File: src/rtl/matrix_pkg.sv
// Shared constants and state encoding for the HUB75 matrix pipeline.
// Word layout: [31] frame start, [30:24] reserved, [23:0] RGB888.
package matrix_pkg;

  localparam int PANEL_WIDTH  = 64;
  localparam int PANEL_HEIGHT = 32;
  localparam int FB_ADDR_BITS = 11;

  localparam int FRAME_START_BIT = 31;
  localparam int RSVD_MSB        = 30;
  localparam int RSVD_LSB        = 24;
  localparam int RGB_MSB         = 23;
  localparam int RGB_LSB         = 0;

  typedef enum logic {
    ST_IDLE = 1'b0,
    ST_LOAD = 1'b1
  } ld_state_t;

endpackage

File: src/rtl/strobe_sync.sv
// Two-flop synchronizer followed by a rising-edge detector.
// o_rise is a single clk-cycle pulse per rising edge of i_async.
module strobe_sync (
  input  logic clk,
  input  logic reset_n,
  input  logic i_async,
  output logic o_rise
);

  logic r_meta;
  logic r_sync;
  logic r_prev;

  always_ff @(posedge clk or negedge reset_n) begin
    if (!reset_n) begin
      r_meta <= 1'b0;
      r_sync <= 1'b0;
      r_prev <= 1'b0;
    end else begin
      r_meta <= i_async;
      r_sync <= r_meta;
      r_prev <= r_sync;
    end
  end

  assign o_rise = r_sync & ~r_prev;

endmodule

File: src/rtl/pixel_loader.sv
// SPI word to double-buffered framebuffer loader.
// Writes the back bank and swaps banks when a full frame lands.
module pixel_loader
  import matrix_pkg::*;
#(
  parameter int WIDTH     = PANEL_WIDTH,
  parameter int HEIGHT    = PANEL_HEIGHT,
  parameter int ADDR_BITS = FB_ADDR_BITS
) (
  input  logic                 clk,
  input  logic                 reset_n,
  input  logic [31:0]          spi_data,
  input  logic                 spi_word_strobe,
  output logic                 fb_write_en,
  output logic [ADDR_BITS:0]   fb_write_addr,
  output logic [23:0]          fb_write_data,
  output logic                 display_bank,
  output logic                 frame_done,
  output logic                 sync_error
);

  localparam logic [ADDR_BITS-1:0] LAST_IDX =
    ADDR_BITS'(WIDTH * HEIGHT - 1);

  logic                 w_word_valid;
  logic [31:0]          r_hold;
  logic                 r_hold_vld;
  logic                 w_unused_rsvd;

  ld_state_t            r_state;
  ld_state_t            w_state_nx;
  logic [ADDR_BITS-1:0] r_idx;
  logic [ADDR_BITS-1:0] w_idx_nx;
  logic [ADDR_BITS-1:0] w_pos;

  logic                 w_fs;
  logic                 w_drop;
  logic                 w_write;
  logic                 w_we_nx;
  logic [ADDR_BITS:0]   w_addr_nx;
  logic [23:0]          w_data_nx;
  logic                 w_bank_nx;
  logic                 w_done_nx;
  logic                 w_err_nx;

  strobe_sync u_sync (
    .clk     (clk),
    .reset_n (reset_n),
    .i_async (spi_word_strobe),
    .o_rise  (w_word_valid)
  );

  // spi_data is stable for several clk cycles after the strobe rises.
  always_ff @(posedge clk or negedge reset_n) begin
    if (!reset_n) begin
      r_hold     <= '0;
      r_hold_vld <= 1'b0;
    end else begin
      r_hold_vld <= w_word_valid;
      if (w_word_valid) begin
        r_hold <= spi_data;
      end
    end
  end

  assign w_unused_rsvd = ^r_hold[RSVD_MSB:RSVD_LSB];

  assign w_fs    = r_hold[FRAME_START_BIT];
  assign w_pos   = w_fs ? '0 : r_idx;
  assign w_drop  = r_hold_vld & ~w_fs & (r_state == ST_IDLE);
  assign w_write = r_hold_vld & ~w_drop;

  always_comb begin
    w_state_nx = r_state;
    w_idx_nx   = r_idx;
    w_we_nx    = 1'b0;
    w_addr_nx  = fb_write_addr;
    w_data_nx  = fb_write_data;
    w_bank_nx  = display_bank;
    w_done_nx  = 1'b0;
    w_err_nx   = sync_error;

    unique case (1'b1)
      w_drop: begin
        w_err_nx = 1'b1;
      end
      w_write: begin
        w_we_nx   = 1'b1;
        w_addr_nx = {~display_bank, w_pos};
        w_data_nx = r_hold[RGB_MSB:RGB_LSB];
        if (w_fs && (r_state == ST_LOAD)) begin
          w_err_nx = 1'b1;
        end
        if (w_pos == LAST_IDX) begin
          w_bank_nx  = ~display_bank;
          w_done_nx  = 1'b1;
          w_idx_nx   = '0;
          w_state_nx = ST_IDLE;
        end else begin
          w_idx_nx   = w_pos + 1'b1;
          w_state_nx = ST_LOAD;
        end
      end
      default: ;
    endcase
  end

  always_ff @(posedge clk or negedge reset_n) begin
    if (!reset_n) begin
      r_state       <= ST_IDLE;
      r_idx         <= '0;
      fb_write_en   <= 1'b0;
      fb_write_addr <= '0;
      fb_write_data <= '0;
      display_bank  <= 1'b0;
      frame_done    <= 1'b0;
      sync_error    <= 1'b0;
    end else begin
      r_state       <= w_state_nx;
      r_idx         <= w_idx_nx;
      fb_write_en   <= w_we_nx;
      fb_write_addr <= w_addr_nx;
      fb_write_data <= w_data_nx;
      display_bank  <= w_bank_nx;
      frame_done    <= w_done_nx;
      sync_error    <= w_err_nx;
    end
  end

endmodule
File: config.mk
export PLATFORM = sky130hd
export DESIGN_NAME = pixel_loader
export DESIGN_NICKNAME = d
export VERILOG_FILES = /design/src/rtl/matrix_pkg.sv /design/src/rtl/strobe_sync.sv /design/src/rtl/pixel_loader.sv
export SDC_FILE = /design/constraint.sdc
export NUM_CORES = 1
export LEC_CHECK = 0
export ABC_CLOCK_PERIOD_IN_PS = 3100
export BUFFER_PORTS_ARGS = -buffer_cell sky130_fd_sc_hd__buf_2
export CAP_MARGIN = 40
export CORE_MARGIN = 5
export CORE_UTILIZATION = 57
export CTS_CLUSTER_SIZE = 10
export DETAILED_ROUTE_END_ITERATION = 6
export PLACE_DENSITY = 0.84
export SYNTH_ARGS = -nofsm -noshare
export SYNTH_HDL_FRONTEND = slang
export SYNTH_SLANG_ARGS = --single-unit
File: constraint.sdc
create_clock -name clk -period 3.1 [get_ports clk]
set_input_delay 0 -clock clk [delete_from_list [all_inputs] [get_ports clk]]
set_output_delay 0 -clock clk [all_outputs]
set_load 0.01 [all_outputs]
Word-level counts from Yosys, hierarchy flattened
Index checks and enable logic that the tools add are counted.
- flip-flop bits (word level): 88
- logic and storage cells: 37
- input port bits: 35
- reductions and logical operators: 4
- $add $sub $neg: 1
- muxes and demuxes: 8
- equality and inequality tests: 2
- bitwise logic cells: 9
- operator list (kind ; number):
    $mux W11 ; 2
    $add A11 B1 Y11 const B ; 1
    $eq A11 B11 Y1 const B ; 1
    $mux W1 ; 5
    $not A1 Y1 ; 5
    $and A1 B1 Y1 ; 4
    $reduce_and A2 Y1 ; 2
    $ne A2 B1 Y1 const B ; 1
    $pmux W1 S2 ; 1
    $reduce_bool A2 Y1 ; 1
    $logic_and A1 B1 Y1 ; 1

Depth between registers and ports, before layout
- word-level depth: 7
- mapped depth: 7
- depth with buffers taken out: 6

Hierarchy
From an unflattened synthesis, not the netlist that was laid out.
- cell total of the unflattened synthesis: 296
- area total of the unflattened synthesis: 3271.9 um^2
- modules (own cells, without submodules) (module ; times used ; seq. area each (um^2) ; cells each ; area an instance (um^2)):
    pixel_loader ; 1 ; 1951.9 ; 292 ; 3183.1
    strobe_sync ; 1 ; 75.1 ; 4 ; 88.8

Worst setup path after synthesis
Ideal clock, no wire load.
- path kind: register to register
- start: reg r_hold[31]
- end: reg display_bank
- slack: 1344 ps
- required time: 2975 ps
- stages on the path, launching flop included: 8
- buffers on the path: 1
- data arrival time: 1631 ps
- path through: dfrtp_1 > clkbuf_1 > nor2b_1 > ha_1 > nand2_1 > nor4_4 > nand3_1 > xnor2_1
- RTL lines (element ; RTL line ; text):
    start: declaration ; pixel_loader.sv:26 ; logic [31:0] r_hold;
    start signal: assignment ; pixel_loader.sv:61 ; r_hold <= spi_data;
    $mux W11 ; pixel_loader.sv:69 ; assign w_pos = w_fs ? '0 : r_idx;
    via w_pos[0] ; pixel_loader.sv:34 ; logic [ADDR_BITS-1:0] w_pos;
    $eq A11 B11 Y1 ; pixel_loader.sv:94 ; if (w_pos == LAST_IDX) begin
    $reduce_and A2 Y1 (no line) ; - ;
    end signal: assignment ; pixel_loader.sv:124 ; display_bank <= w_bank_nx;
    end: declaration ; pixel_loader.sv:17 ; output logic display_bank,
The timed path passes the listed nets, and every way through them passes these cells.
A chain may end at the register's enable or synchronous reset.

Final worst setup path
- start: reg r_idx[1]
- end: reg display_bank
- cells in the longest elaborated chain, start to end: 3
- RTL lines (element ; RTL line ; text):
    start: declaration ; pixel_loader.sv:32 ; logic [ADDR_BITS-1:0] r_idx;
    start signal: assignment ; pixel_loader.sv:120 ; r_idx <= w_idx_nx;
    $mux W11 ; pixel_loader.sv:69 ;
    via w_pos[1] ; pixel_loader.sv:34 ;
    $eq A11 B11 Y1 ; pixel_loader.sv:94 ;
    $reduce_and A2 Y1 (no line) ; - ;
The timed path passes the listed nets, and every way through them passes these cells.

==> summary.txt <==
Global routing
  • Vias in the first global route: approximately 2500
  • First-pass GRT wire length: 11.47 mm
  • Grt ovf: 0
  • Global-route usage over all layers: 0.1991
  • Largest net degree at the start of global routing: 61
  • Initial antenna violation count: 0

Yosys
  • EDFF count, synth: 0
  • Post-synth top area cell: dfrtp_1
  • Yosys reg bits: between 80 and 90
  • Syn. warnings: 0
  • Syn Inst Count: 293
  • Synth async-reset ratio: 1.000
  • Primary FF master, synth: dfrtp_1
  • Synth area leaders: dfrtp_1 62%, nand2_1 11%, mux2_2 9.3%
  • Mean post-synth cell area: about 11 um2
  • Sequential area share after synthesis: 0.6233
  • Mapped Area: roughly 3300 um2
  • Top cell type's share of synthesized area: 0.6233
  • Unique masters post-synth: 40
  • Syn_nets: approximately 330

Drt
  • DRC: 0
  • Wirelength per Cell: 14.18 um
  • Wirelength, routed: 6.596 mm
  • Detail Route Antenna Nets: 0
  • DRT iter0 DRCs: 145
  • Pre-antenna DRT Iters: 4
  • Via-to-Cell Ratio: 5.151
  • DR vias: 2395

STA
  • Rel. slew slack: 0.5632
  • Hold Violations, Final: 0
  • RSZ-0062 raised after global routing: false
  • Slew @ Worst Pin: around 650 ps
  • Peak Freq: 0.5345 GHz
  • Total negative setup slack: 0 ps
  • Fin. max-slew vios: 0
  • Fin crit share: 0.6036
  • Crit path time final: approximately 1900 ps
  • Clock skew: around 9.0 ps
  • Setup-failing EPs final: 0

Die
  • Core Area: roughly 5500 um2
  • Die footprint: approximately 7300 um2
  • Initial core utilization: 0.5869
  • Row cnt: 27
  • Die Ht: roughly 86 um
  • Die width: 85.53 um
  • IO Count: 75

Placement
  • Cell total after placement: around 420
  • GPL Wtd Cong: 0.7876
  • Detailed Place HPWL: roughly 4.2 mm
  • Port bufs: between 60 and 70

Clock network
  • Worst-case clock buffer depth: 2
  • Clock sink count: 81
  • Root Buffer: clkbuf_8
  • Clk_lat worst skew: between 300 and 400 ps
  • TritonCTS buffer count: 9
  • TritonCTS clock tree: built
  • Clk pin slew, worst setup/hold paths: about 80 ps
  • CTS H-tree depth: 3
  • CTS resizes: 0

Critical path
  • CP Max Fanout: 5
  • Required @ worst endpoint: 3340 ps
  • Setup crit start kind: flop
  • CP Class: flop to flop
  • CP endpoint kind: flop
  • Arrival time at the worst endpoint: between 2000 and 2500 ps

Cells and area
  • Synth-to-layout area growth: 27.32%
  • Filler cells: between 300 and 400
  • Non-Filler Instances: around 470
  • Ant. Diodes: 0
  • Ratio of cells with drive above 1 in the final layout: 0.3079
  • Layout Nets: around 420

Job
  • Max Cap Viol: 0

Pwr
  • P_leak: roughly 2.1 nW
  • Max IR drop VDD: about 0.00042 V
  • PD cells: 615.8 nW/um2

Hold path
  • Worst Hold Class: primary input to asynchronous set/reset pin

Outcome
  • Status: finished, final reports clean
layout by cell type (no fill, tap or decap), types with 2 or more instances in the layout:
master and instances:
o21ai_0 13, nand4_1 2, a21o_1 2, nor3_1 2
nor2b_1 3, inv_1 2, nand2_1 92, nand2b_1 6
buf_4 4, buf_2 66, xnor2_1 2, clkinvlp_4 2
nand3_1 6, and2_1 3, dlygate4sd3_1 27, mux2_2 27
dfrtp_1 81, clkinv_2 2, nor2_1 7, a21oi_1 7
clkbuf_8 10
metal layers:
metal  track usage  vias to the layer above  share of wire  wire length (um)
met5             0                        -              0                 0
met4       0.07050                        0          0.013                85
met3       0.05668                        8          0.059               387
met2        0.3305                       65           0.50              3270
met1        0.2505                     1153           0.43              2852
li1              -                     1169              -                 -
state kept, by name, summed over array words and instances (netlist names):
| register | count |
|---|---|
| r_hold | 25 |
| r_idx | 11 |
| sync_error | 1 |
| fb_write_addr | 12 |
| u_sync.r_meta | 1 |
| u_sync.r_prev | 1 |
| fb_write_en | 1 |
| u_sync.r_sync | 1 |
| r_state | 1 |
| frame_done | 1 |
| display_bank | 1 |
| fb_write_data | 24 |
| r_hold_vld | 1 |
worst max-delay path, stage by stage, from the launching register on:
cell and delay [ps]:
dfrtp_1 400, nor2b_1 250, ha_1 270, nand2_1 140, nor4_4 410, nand3_1 150
xnor2_1 160
area by class of cell:
type                    count  area, um2  share of cell area
flip-flops and latches     81       2027              0.4896
well taps                  72      90.09             0.02176
repair buffers             98      650.6              0.1571
multi-input cells         195       1165              0.2814
clock buffers              11      141.4             0.03415
inverters                   3      11.26            0.002720
clock inverters             5      55.05             0.01330
path summary, 6_finish.rpt:
path | from | to | slack (ps) | depth (start not counted)
max | r_idx[1] | display_bank | 1230 | 6
min | reset_n | fb_write_data[3] | 160 | 2
max reg2reg | r_idx[1] | display_bank | 1230 | 6
min reg2reg | u_sync.r_meta | u_sync.r_sync | 370 | 0
max in group asynchronous | reset_n | r_hold[18] | 2350 | 3
min in group clk | spi_word_strobe | u_sync.r_meta | 310 | 2
synth_stat cells (all sizes together), types with 3 or more instances:
master / n
nand2: 92
dfrtp: 81
mux2: 27
o21ai: 14
buf: 8
a21oi: 7
nand3: 7
nor2: 7
clkbuf: 6
nand2b: 6
nor2b: 4
and2: 3
inv: 3
report_power, final:
group | internal [mW] | leakage (nW) | switching [mW]
registers | 1.22 | 1.01 | 0.109
logic | 0.222 | 0.951 | 0.236
clock network | 0.392 | 0.0953 | 0.369
logic make-up (layout without fill, tap and decap cells):
kind of cell | Yosys count | after routing | synth area share
simple gates | 131 | 131 | 0.1858
flops | 81 | 81 | 0.6233
compound gates | 33 | 33 | 0.06233
mux | 28 | 28 | 0.09658
buf+inv | 17 | 117 | 0.02270
xor+xnor | 2 | 2 | 0.005388
fa+ha+maj | 1 | 1 | 0.003847
what timing repair did:
action / CTS / global route
endpoints found under the hold margin: 65 / 0
buffers inserted: 0 / 0
hold buffers: 27 / 0
per-stage QoR:
stage | worst slack [ps] | total power [mW] | cell area, um2 | util | hold slack (ps)
6_report | 1229 | 2.550 | 4140 | 0.7473 | 159.5
3_5_place_dp | 1201 | 1.788 | 3674 | 0.6631 | 13.35
4_1_cts | 1201 | 2.573 | 4140 | 0.7473 | 171.9
3_3_place_gp | 1258 | 1.758 | 3654 | 0.6594 | 107.9
2_1_floorplan | 1344 | 1.590 | 3252 | - | -295.6
5_1_grt | 1022 | 2.698 | 4140 | 0.7473 | 205.5
Power figures use the tool's default switching activity.
